==> src/rtl/jr_pkg.sv <==
// Shared encodings and helpers for the Johnson/ring counter.
package jr_pkg;

  localparam logic MODE_JOHNSON = 1'b0;
  localparam logic MODE_RING    = 1'b1;
  localparam logic DIR_UP       = 1'b0;
  localparam logic DIR_DOWN     = 1'b1;

  // popcount operates on a fixed-width vector; callers zero-extend into it
  localparam int MAX_W = 64;
  localparam int POP_W = 7;

  function automatic logic [POP_W-1:0] popcount(input logic [MAX_W-1:0] v);
    logic [POP_W-1:0] n;
    n = '0;
    for (int i = 0; i < MAX_W; i++) begin
      n = n + POP_W'(v[i]);
    end
    return n;
  endfunction

endpackage

==> src/rtl/jr_phase_decode.sv <==
// Combinational legality check and phase index for a counter value.
// WIDTH must lie in 2..63.
module jr_phase_decode
  import jr_pkg::*;
#(
  parameter  int WIDTH = 4,
  localparam int PW    = $clog2(2*WIDTH)
) (
  input  logic [WIDTH-1:0] count,
  input  logic             mode,
  output logic             legal,
  output logic [PW-1:0]    phase
);

  localparam logic [PW-1:0] TWO_W = PW'(2*WIDTH);

  logic [POP_W-1:0] ones;
  logic [POP_W-1:0] edges;
  logic             j_legal;
  logic             r_legal;
  logic [PW-1:0]    j_phase;
  logic [PW-1:0]    r_phase;

  assign ones  = popcount({{(MAX_W-WIDTH){1'b0}}, count});
  assign edges = popcount({{(MAX_W-WIDTH+1){1'b0}}, count[WIDTH-1:1] ^ count[WIDTH-2:0]});

  assign j_legal = (edges <= POP_W'(1));
  assign r_legal = (ones == POP_W'(1));

  // Filling half counts up in ones; the draining half counts down from 2*WIDTH.
  // Modular arithmetic in PW bits keeps this exact when 2*WIDTH is a power of two.
  always_comb begin
    j_phase = ones[PW-1:0];
    if (!(count[0] || (count == '0))) begin
      j_phase = TWO_W - ones[PW-1:0];
    end
  end

  always_comb begin
    r_phase = '0;
    for (int i = 0; i < WIDTH; i++) begin
      if (count[i]) begin
        r_phase = PW'(i);
      end
    end
  end

  always_comb begin
    legal = j_legal;
    phase = j_legal ? j_phase : '0;
    if (mode == MODE_RING) begin
      legal = r_legal;
      phase = r_legal ? r_phase : '0;
    end
  end

endmodule

==> src/rtl/johnson_ring_counter.sv <==
// Johnson / ring shift counter with direction, load, self-correction,
// wrap and error pulses.
module johnson_ring_counter
  import jr_pkg::*;
#(
  parameter  int WIDTH = 4,
  localparam int PW    = $clog2(2*WIDTH)
) (
  input  logic             clk,
  input  logic             rst,
  input  logic             en,
  input  logic             mode,
  input  logic             dir,
  input  logic             load,
  input  logic [WIDTH-1:0] load_val,
  output logic [WIDTH-1:0] count,
  output logic [PW-1:0]    phase,
  output logic             legal,
  output logic             wrap,
  output logic             err
);

  logic [WIDTH-1:0] stepped;
  logic [WIDTH-1:0] count_next;
  logic             wrap_next;
  logic             err_next;
  logic             step_legal;
  logic [PW-1:0]    step_phase;

  jr_phase_decode #(.WIDTH(WIDTH)) u_cur_decode (
    .count (count),
    .mode  (mode),
    .legal (legal),
    .phase (phase)
  );

  // Decodes the value a normal step would produce, used only for wrap.
  jr_phase_decode #(.WIDTH(WIDTH)) u_next_decode (
    .count (stepped),
    .mode  (mode),
    .legal (step_legal),
    .phase (step_phase)
  );

  always_comb begin
    stepped = count;
    unique case ({mode, dir})
      {MODE_JOHNSON, DIR_UP}:   stepped = {count[WIDTH-2:0], ~count[WIDTH-1]};
      {MODE_JOHNSON, DIR_DOWN}: stepped = {~count[0], count[WIDTH-1:1]};
      {MODE_RING, DIR_UP}:      stepped = {count[WIDTH-2:0], count[WIDTH-1]};
      {MODE_RING, DIR_DOWN}:    stepped = {count[0], count[WIDTH-1:1]};
      default:                  stepped = count;
    endcase
  end

  always_comb begin
    count_next = count;
    wrap_next  = 1'b0;
    err_next   = 1'b0;
    if (load) begin
      count_next = load_val;
    end else if (en) begin
      if (legal) begin
        count_next = stepped;
        wrap_next  = step_legal && (step_phase == '0);
      end else begin
        count_next = (mode == MODE_RING) ? {{(WIDTH-1){1'b0}}, 1'b1} : '0;
        err_next   = 1'b1;
      end
    end
  end

  always_ff @(posedge clk or posedge rst) begin
    if (rst) begin
      count <= '0;
      wrap  <= 1'b0;
      err   <= 1'b0;
    end else begin
      count <= count_next;
      wrap  <= wrap_next;
      err   <= err_next;
    end
  end

endmodule

==> config.mk <==
export PLATFORM = sky130hd
export DESIGN_NAME = johnson_ring_counter
export DESIGN_NICKNAME = d
export VERILOG_FILES = /design/src/rtl/jr_pkg.sv /design/src/rtl/jr_phase_decode.sv /design/src/rtl/johnson_ring_counter.sv
export SDC_FILE = /design/constraint.sdc
export NUM_CORES = 1
export LEC_CHECK = 0
export ABC_AREA = 1
export CAP_MARGIN = 25
export CELL_PAD_IN_SITES_DETAIL_PLACEMENT = 0
export CELL_PAD_IN_SITES_GLOBAL_PLACEMENT = 2
export CORE_MARGIN = 1.5
export CORE_UTILIZATION = 30
export CTS_BUF_LIST = sky130_fd_sc_hd__clkbuf_2
export CTS_CLUSTER_SIZE = 16
export DETAILED_ROUTE_END_ITERATION = 7
export PLACE_DENSITY = 0.95
export REMOVE_ABC_BUFFERS = 1
export SYNTH_ARGS = -nofsm -noshare
export SYNTH_HDL_FRONTEND = slang
export SYNTH_SLANG_ARGS = --single-unit
==> constraint.sdc <==
create_clock -name clk -period 4.1 [get_ports clk]
set_input_delay 1.23 -clock clk [delete_from_list [all_inputs] [get_ports clk]]
set_output_delay 1.23 -clock clk [all_outputs]
set_load 0.005 [all_outputs]
======== Word-level counts from Yosys, hierarchy flattened ========
Cells that the tools add are included.
word-level totals
  flip-flop bits (word level) ............. 6
  input bits .............................. 10
  output and inout port bits .............. 10
  logic and storage cells ................. 61
cells by class
  add/sub/neg operators ................... 12
  order comparisons ....................... 2
  equality and inequality tests ........... 5
  mux-type cells .......................... 27
  bitwise operators ....................... 4
  reduce and logical (&&, ||, !) cells .... 8
operator list
  cell                 number
  $add 7x1->7          6
  $mux 3               12
  $pmux 4 s4           1
  $eq 7x1->1 const B   2
  $le 7x1->1 const B   2
  $mux 4               3
  $mux 1               11
  $add 1x1->2          4
  $logic_not 4->1      2
  $sub 1x3->3 const A  2
  $xor 3x3->3          2
  $eq 2x2->1 const B   2
  $logic_not 3->1      1
  $eq 2x1->1 const B   1
  $logic_not 2->1      1
  $logic_or 1x1->1     2
  $not 1->1            2
  $reduce_bool 2->1    1
  $logic_and 1x1->1    1

======== Logic depth before layout (Yosys ltp) ========
  word-level depth ........................ 14
  mapped depth ............................ 20
  gate-level depth less buffers ........... 20

======== Cells and area by module ========
From an unflattened synthesis, not the netlist that was laid out.
unflattened totals
  cells, all modules ...................... 137
  area total of the unflattened synthesis .. 944.7 um^2
modules (own cells, without submodules)
  module                            times used  cells each  area an instance (um^2)  sequential area each (um^2)
  johnson_ring_counter              1           53          390.4                    150.1
  jr_phase_decode at u_cur_decode   1           43          280.3                    0.0
  jr_phase_decode at u_next_decode  1           41          274.0                    0.0

======== Worst setup path before layout ========
No wires, ideal clock.
  path kind ............................... input port to flip-flop
  start point ............................. input port mode
  end point ............................... register wrap
  setup time .............................. 0.063 ns
  arrival time ............................ 3.357 ns
  required time ........................... 4.037 ns
  slack ................................... 0.681 ns
  stages .................................. 20
  path buffers ............................ 0
  path through ............................ inv_2 nand2_1 nand2_1 nand2_1 nand2_2 inv_1 ha_1 xor2_1 inv_1 ha_1 a31o_2 ha_1 nor2_2 inv_1 nor2_2 o21a_1 nand3_1 nor2_1 nand2_1 inv_1
on the way
  longest elaborated chain between the ends .. 14
  elaborated cells between the ends (all ways) .. 30
  classes of those cells .................. add/sub (6); order compare (1); eq/ne (4); mux (13); bitwise (1); reduce/logical (5)
RTL lines
  what                                line                        RTL
  from (decl)                         johnson_ring_counter.sv:12  input logic mode,
  $eq 2x2->1 (tied with other cells)  johnson_ring_counter.sv:47  unique case ({mode, dir})
  $pmux 4 s4                          johnson_ring_counter.sv:47
  $add 1x1->2                         jr_pkg.sv:17                n = n + POP_W'(v[i]);
  $add 7x1->7 (2 in a row)            jr_pkg.sv:17
  $sub 1x3->3                         jr_phase_decode.sv:35       j_phase = TWO_W - ones[PW-1:0];
  $mux 3                              jr_phase_decode.sv:34       if (!(count[0] || (count == '0))) begin
  $mux 3                              jr_phase_decode.sv:50       phase = j_legal ? j_phase : '0;
  $mux 3                              jr_phase_decode.sv:51       if (mode == MODE_RING) begin
  $logic_not 3->1                     johnson_ring_counter.sv:65  wrap_next = step_legal && (step_phase == '0);
  $logic_and 1x1->1                   johnson_ring_counter.sv:65
  $mux 1 *                            johnson_ring_counter.sv:63  if (legal) begin
  $mux 1 *                            johnson_ring_counter.sv:62  end else if (en) begin
  $mux 1 *                            johnson_ring_counter.sv:60  if (load) begin
  via wrap_next                       johnson_ring_counter.sv:25  logic wrap_next;
  to (signal assigned)                johnson_ring_counter.sv:80  wrap <= wrap_next;
  to (decl)                           johnson_ring_counter.sv:19  output logic wrap,
Mark *: on every way through the listed nets, which the timed path passes. The rest lies on a longest branch.
A chain may end at the register's enable or synchronous reset.

======== Worst setup path in the final report ========
  start point ............................. register count[0]
  end point ............................... output port legal
on the way
  longest elaborated chain between the ends .. 5
  elaborated cells between the ends (all ways) .. 9
  classes of those cells .................. add/sub (5); order compare (1); eq/ne (1); mux (1); bitwise (1)
RTL lines
  what                                        line                                          RTL
  from (decl)                                 johnson_ring_counter.sv:16                    output logic [WIDTH-1:0] count,
  from (signal assigned)                      johnson_ring_counter.sv:79                    count <= count_next;
  $add 1x1->2 or $xor 3x3->3 (tied branches)  jr_pkg.sv:17, jr_phase_decode.sv:25
  $add 7x1->7 or $add 1x1->2 (tied branches)  jr_pkg.sv:17
  $add 7x1->7                                 jr_pkg.sv:17
  $eq 7x1->1 or $le 7x1->1 (tied branches)    jr_phase_decode.sv:28, jr_phase_decode.sv:27
  $mux 1 *                                    jr_phase_decode.sv:51
  to (decl)                                   johnson_ring_counter.sv:18                    output logic legal,
Mark *: on every way between the ends. The rest lies on a longest branch, timed or not.

==> reports/metrics.cfg <==
[status]
status = complete, but fails checks
violations = design-rule violations

[power]
ir_drop_mv = 0.111
powerDensity_nw_per_um2 = 379
power_mw = 0.475
p_leak_nw = 0.701

[timing]
worst_slew_pin_slew_ns = 0.326
timing.fmax_ghz = 0.253
slew_headroom_pct = 78.2
fin_crit_sh_pct = 96.5
fin_crit_ns = 3.96
hold_violations = 0
fin_skew_ns = 0.00228
finalSetupViolCount = 0
finalMaxSlewViolations = 0
setup_slack_ns = 0.142
setup-tns-final_ns = 0

[floorplanning]
die_area_sq_um = 3380
initial_utilization_pct = 32.2
die_h_um = 58.1
coreArea_sq_um = 2830
io_pins = 20
rows = 19
chipWidth_um = 58.1

[place]
placed_cells = 191
routabilityCongestion = 0.798
hpwl_mm = 1.88
post-place-ws_ns = -0.156
port_buffers = 19

[yosys]
synth_top_family_by_area = simple AND/OR/NAND/NOR gates
synth_mux_area_share_pct = 0
synth_fa_ha_area_share_pct = 27.7
syn_inst = 133
ys_ff_latch = 6
avgSynthCellArea_sq_um = 6.85
synth_top_flop_cell = dfrtp_1
syn_area_sq_um = 911
ys_seq_area_share_pct = 16.5
synthXorXnorAreaFrac_pct = 2.88
async_flop_share_pct = 100
synthSimpleGateAreaFrac_pct = 28.0
synth_edf_count = 0
ys_warn_count = 0
synth_compound_area_share_pct = 13.7
synth_cell_types = 24

[setup_path]
worstRegToRegCells = 20
cp_slowest_cell = clkdlybuf4s50_1
start_kind = flip-flop
crit_fanout = 6
worst_ep_arrival_time_ns = 2.73
required_ns = 2.87
critPathCaptureType = output port
path_cells = inv_2 > ha_1 > inv_1 > fa_1 > inv_1 > ha_1 > inv_1 > ha_1 > nand3_2 > buf_4 > nand2_4 > clkdlybuf4s50_1
r2r-start = count[3]
r2r_end = wrap
ff2ff_setup_slack_ns = 1.18
crit_type = reg2out
slowest_delay_ns = 0.50

[detailed_routing]
vias = 912
drt_iter0_markers = 34
avgRoutedWirePerCell_um = 11.2
via_per_inst = 4.63
wirelength_mm = 2.21
dr_wl_met2_mm = 1.14
wl_met3_um = 37
drt_pre_antenna_iters = 6
drc = 1
m1WireLength_mm = 1.03
top_layer_used = met3
ant_nets = 0

[global_routing]
grt_pass1_wl_mm = 3.70
grt_usage_pct = 13.7
grt_pass1_vias = 902
antenna_found_initial = 0
grt_start_max_net_pins = 9
overflow = 0

[cts]
cts_root_buf = clkbuf_2
cts.htree.levels = 1
cts.sinks = 6
cts_buffer_depth = 2
cts_made_buffers = 3
path_clk_slew_ns = 0.06
cts_tree = done
insertion_delay_ns = 0.20

[layout]
final_cells = 197
final_nets = 197
layout_commonest_cell = nand2_1
final_cell_mix = nand2_1 (32), inv_1 (23), ha_1 (17)
drive_gt1_share_pct = 17.5
diodes = 0
syn_to_final_growth_pct = 37.8

[worst_hold_path]
hold_class = reg2reg
min_from = count[3]
hold_path_end = count[3]
whs_path_depth = 2

[run]
cap_violations = 0

layout make-up:
| cell class | instances | area, sq um |
|---|---|---|
| Fill cell | 302 | 1570 |
| Inverter | 26 | 97.6 |
| Multi-Input combinational cell | 100 | 664 |
| Sequential cell | 6 | 151 |
| Tap cell | 31 | 38.8 |
| Clock buffer | 3 | 15.0 |
| Timing Repair Buffer | 31 | 288 |
per-layer routing:
metal	GRT usage, %	vias to the layer above
li1	-	484
met1	19.0	417
met2	23.5	11
met3	0.670	0
met4	2.99	0
met5	0	-
cell usage after synthesis (2+ instances only):
master	count	share of area [%]
a21oi_1	4	2.2
a22oi_1	3	2.5
dfrtp_1	6	16
fa_1	2	4.4
ha_1	17	23
inv_1	23	9.5
inv_2	3	1.2
nand2_1	32	13
nand2_2	4	2.7
nand3_1	6	3.3
nor2_1	12	4.9
nor2_2	2	1.4
o21ai_0	3	1.6
o21ai_1	3	1.6
o22ai_1	2	1.4
xor2_1	3	2.9
worst max-delay path by stage:
stage	start	end	slack [ns]	cells after the start
after floorplan	mode	wrap	0.68	20
after global routing	count[0]	legal	-0.006	12
after CTS	dir	wrap	0.06	16
final	count[0]	legal	0.14	12
after detailed placement	dir	wrap	-0.16	16
after global placement	dir	wrap	-0.04	16
worst max-delay path, delay by kind of cell, from the launching register on:
kind | cells | cell delay (ns)
adders and majority gates | 4 | 1.04
buffers and inverters | 6 | 0.94
and+or+nand+nor | 2 | 0.18
DFF | 1 | 0.36
metrics by stage:
stage	instance area [sq um]	hold WS [ns]	utilization (%)
floorplan	907	0.562	-
global placement	1200	0.627	42.5
detailed placement	1200	0.639	42.5
CTS	1220	0.652	43.1
global route	1250	0.658	44.4
finish	1250	0.629	44.4
where the power goes:
part / total (mW) / switching, mW / leakage [nW] / internal, mW
Clock: 0.0385 / 0.0187 / 0.0125 / 0.0198
Sequential: 0.0737 / 0.00610 / 0.0749 / 0.0676
Combinational: 0.363 / 0.189 / 0.613 / 0.174
Total: 0.475 / 0.214 / 0.701 / 0.262
registers in the layout, indices dropped and copies added (netlist names):
register,cells
count,4
err,1
wrap,1
timing repair:
item                                   4_1_cts  5_1_grt
resized for setup                            0        6
endpoints found under the hold margin        0        0
setup endpoints to repair                    0        5
hold buffers                                 0        0
buffers inserted                             0        3
cell families (layout without fill, tap and decap cells):
group	count (synthesis)	count (layout)
fa+ha+maj	19	19
buf+inv	27	60
compound gates	19	19
flops	6	6
simple gates	59	59
xor+xnor	3	3
Note: power is estimated with default switching activity, not from simulation.
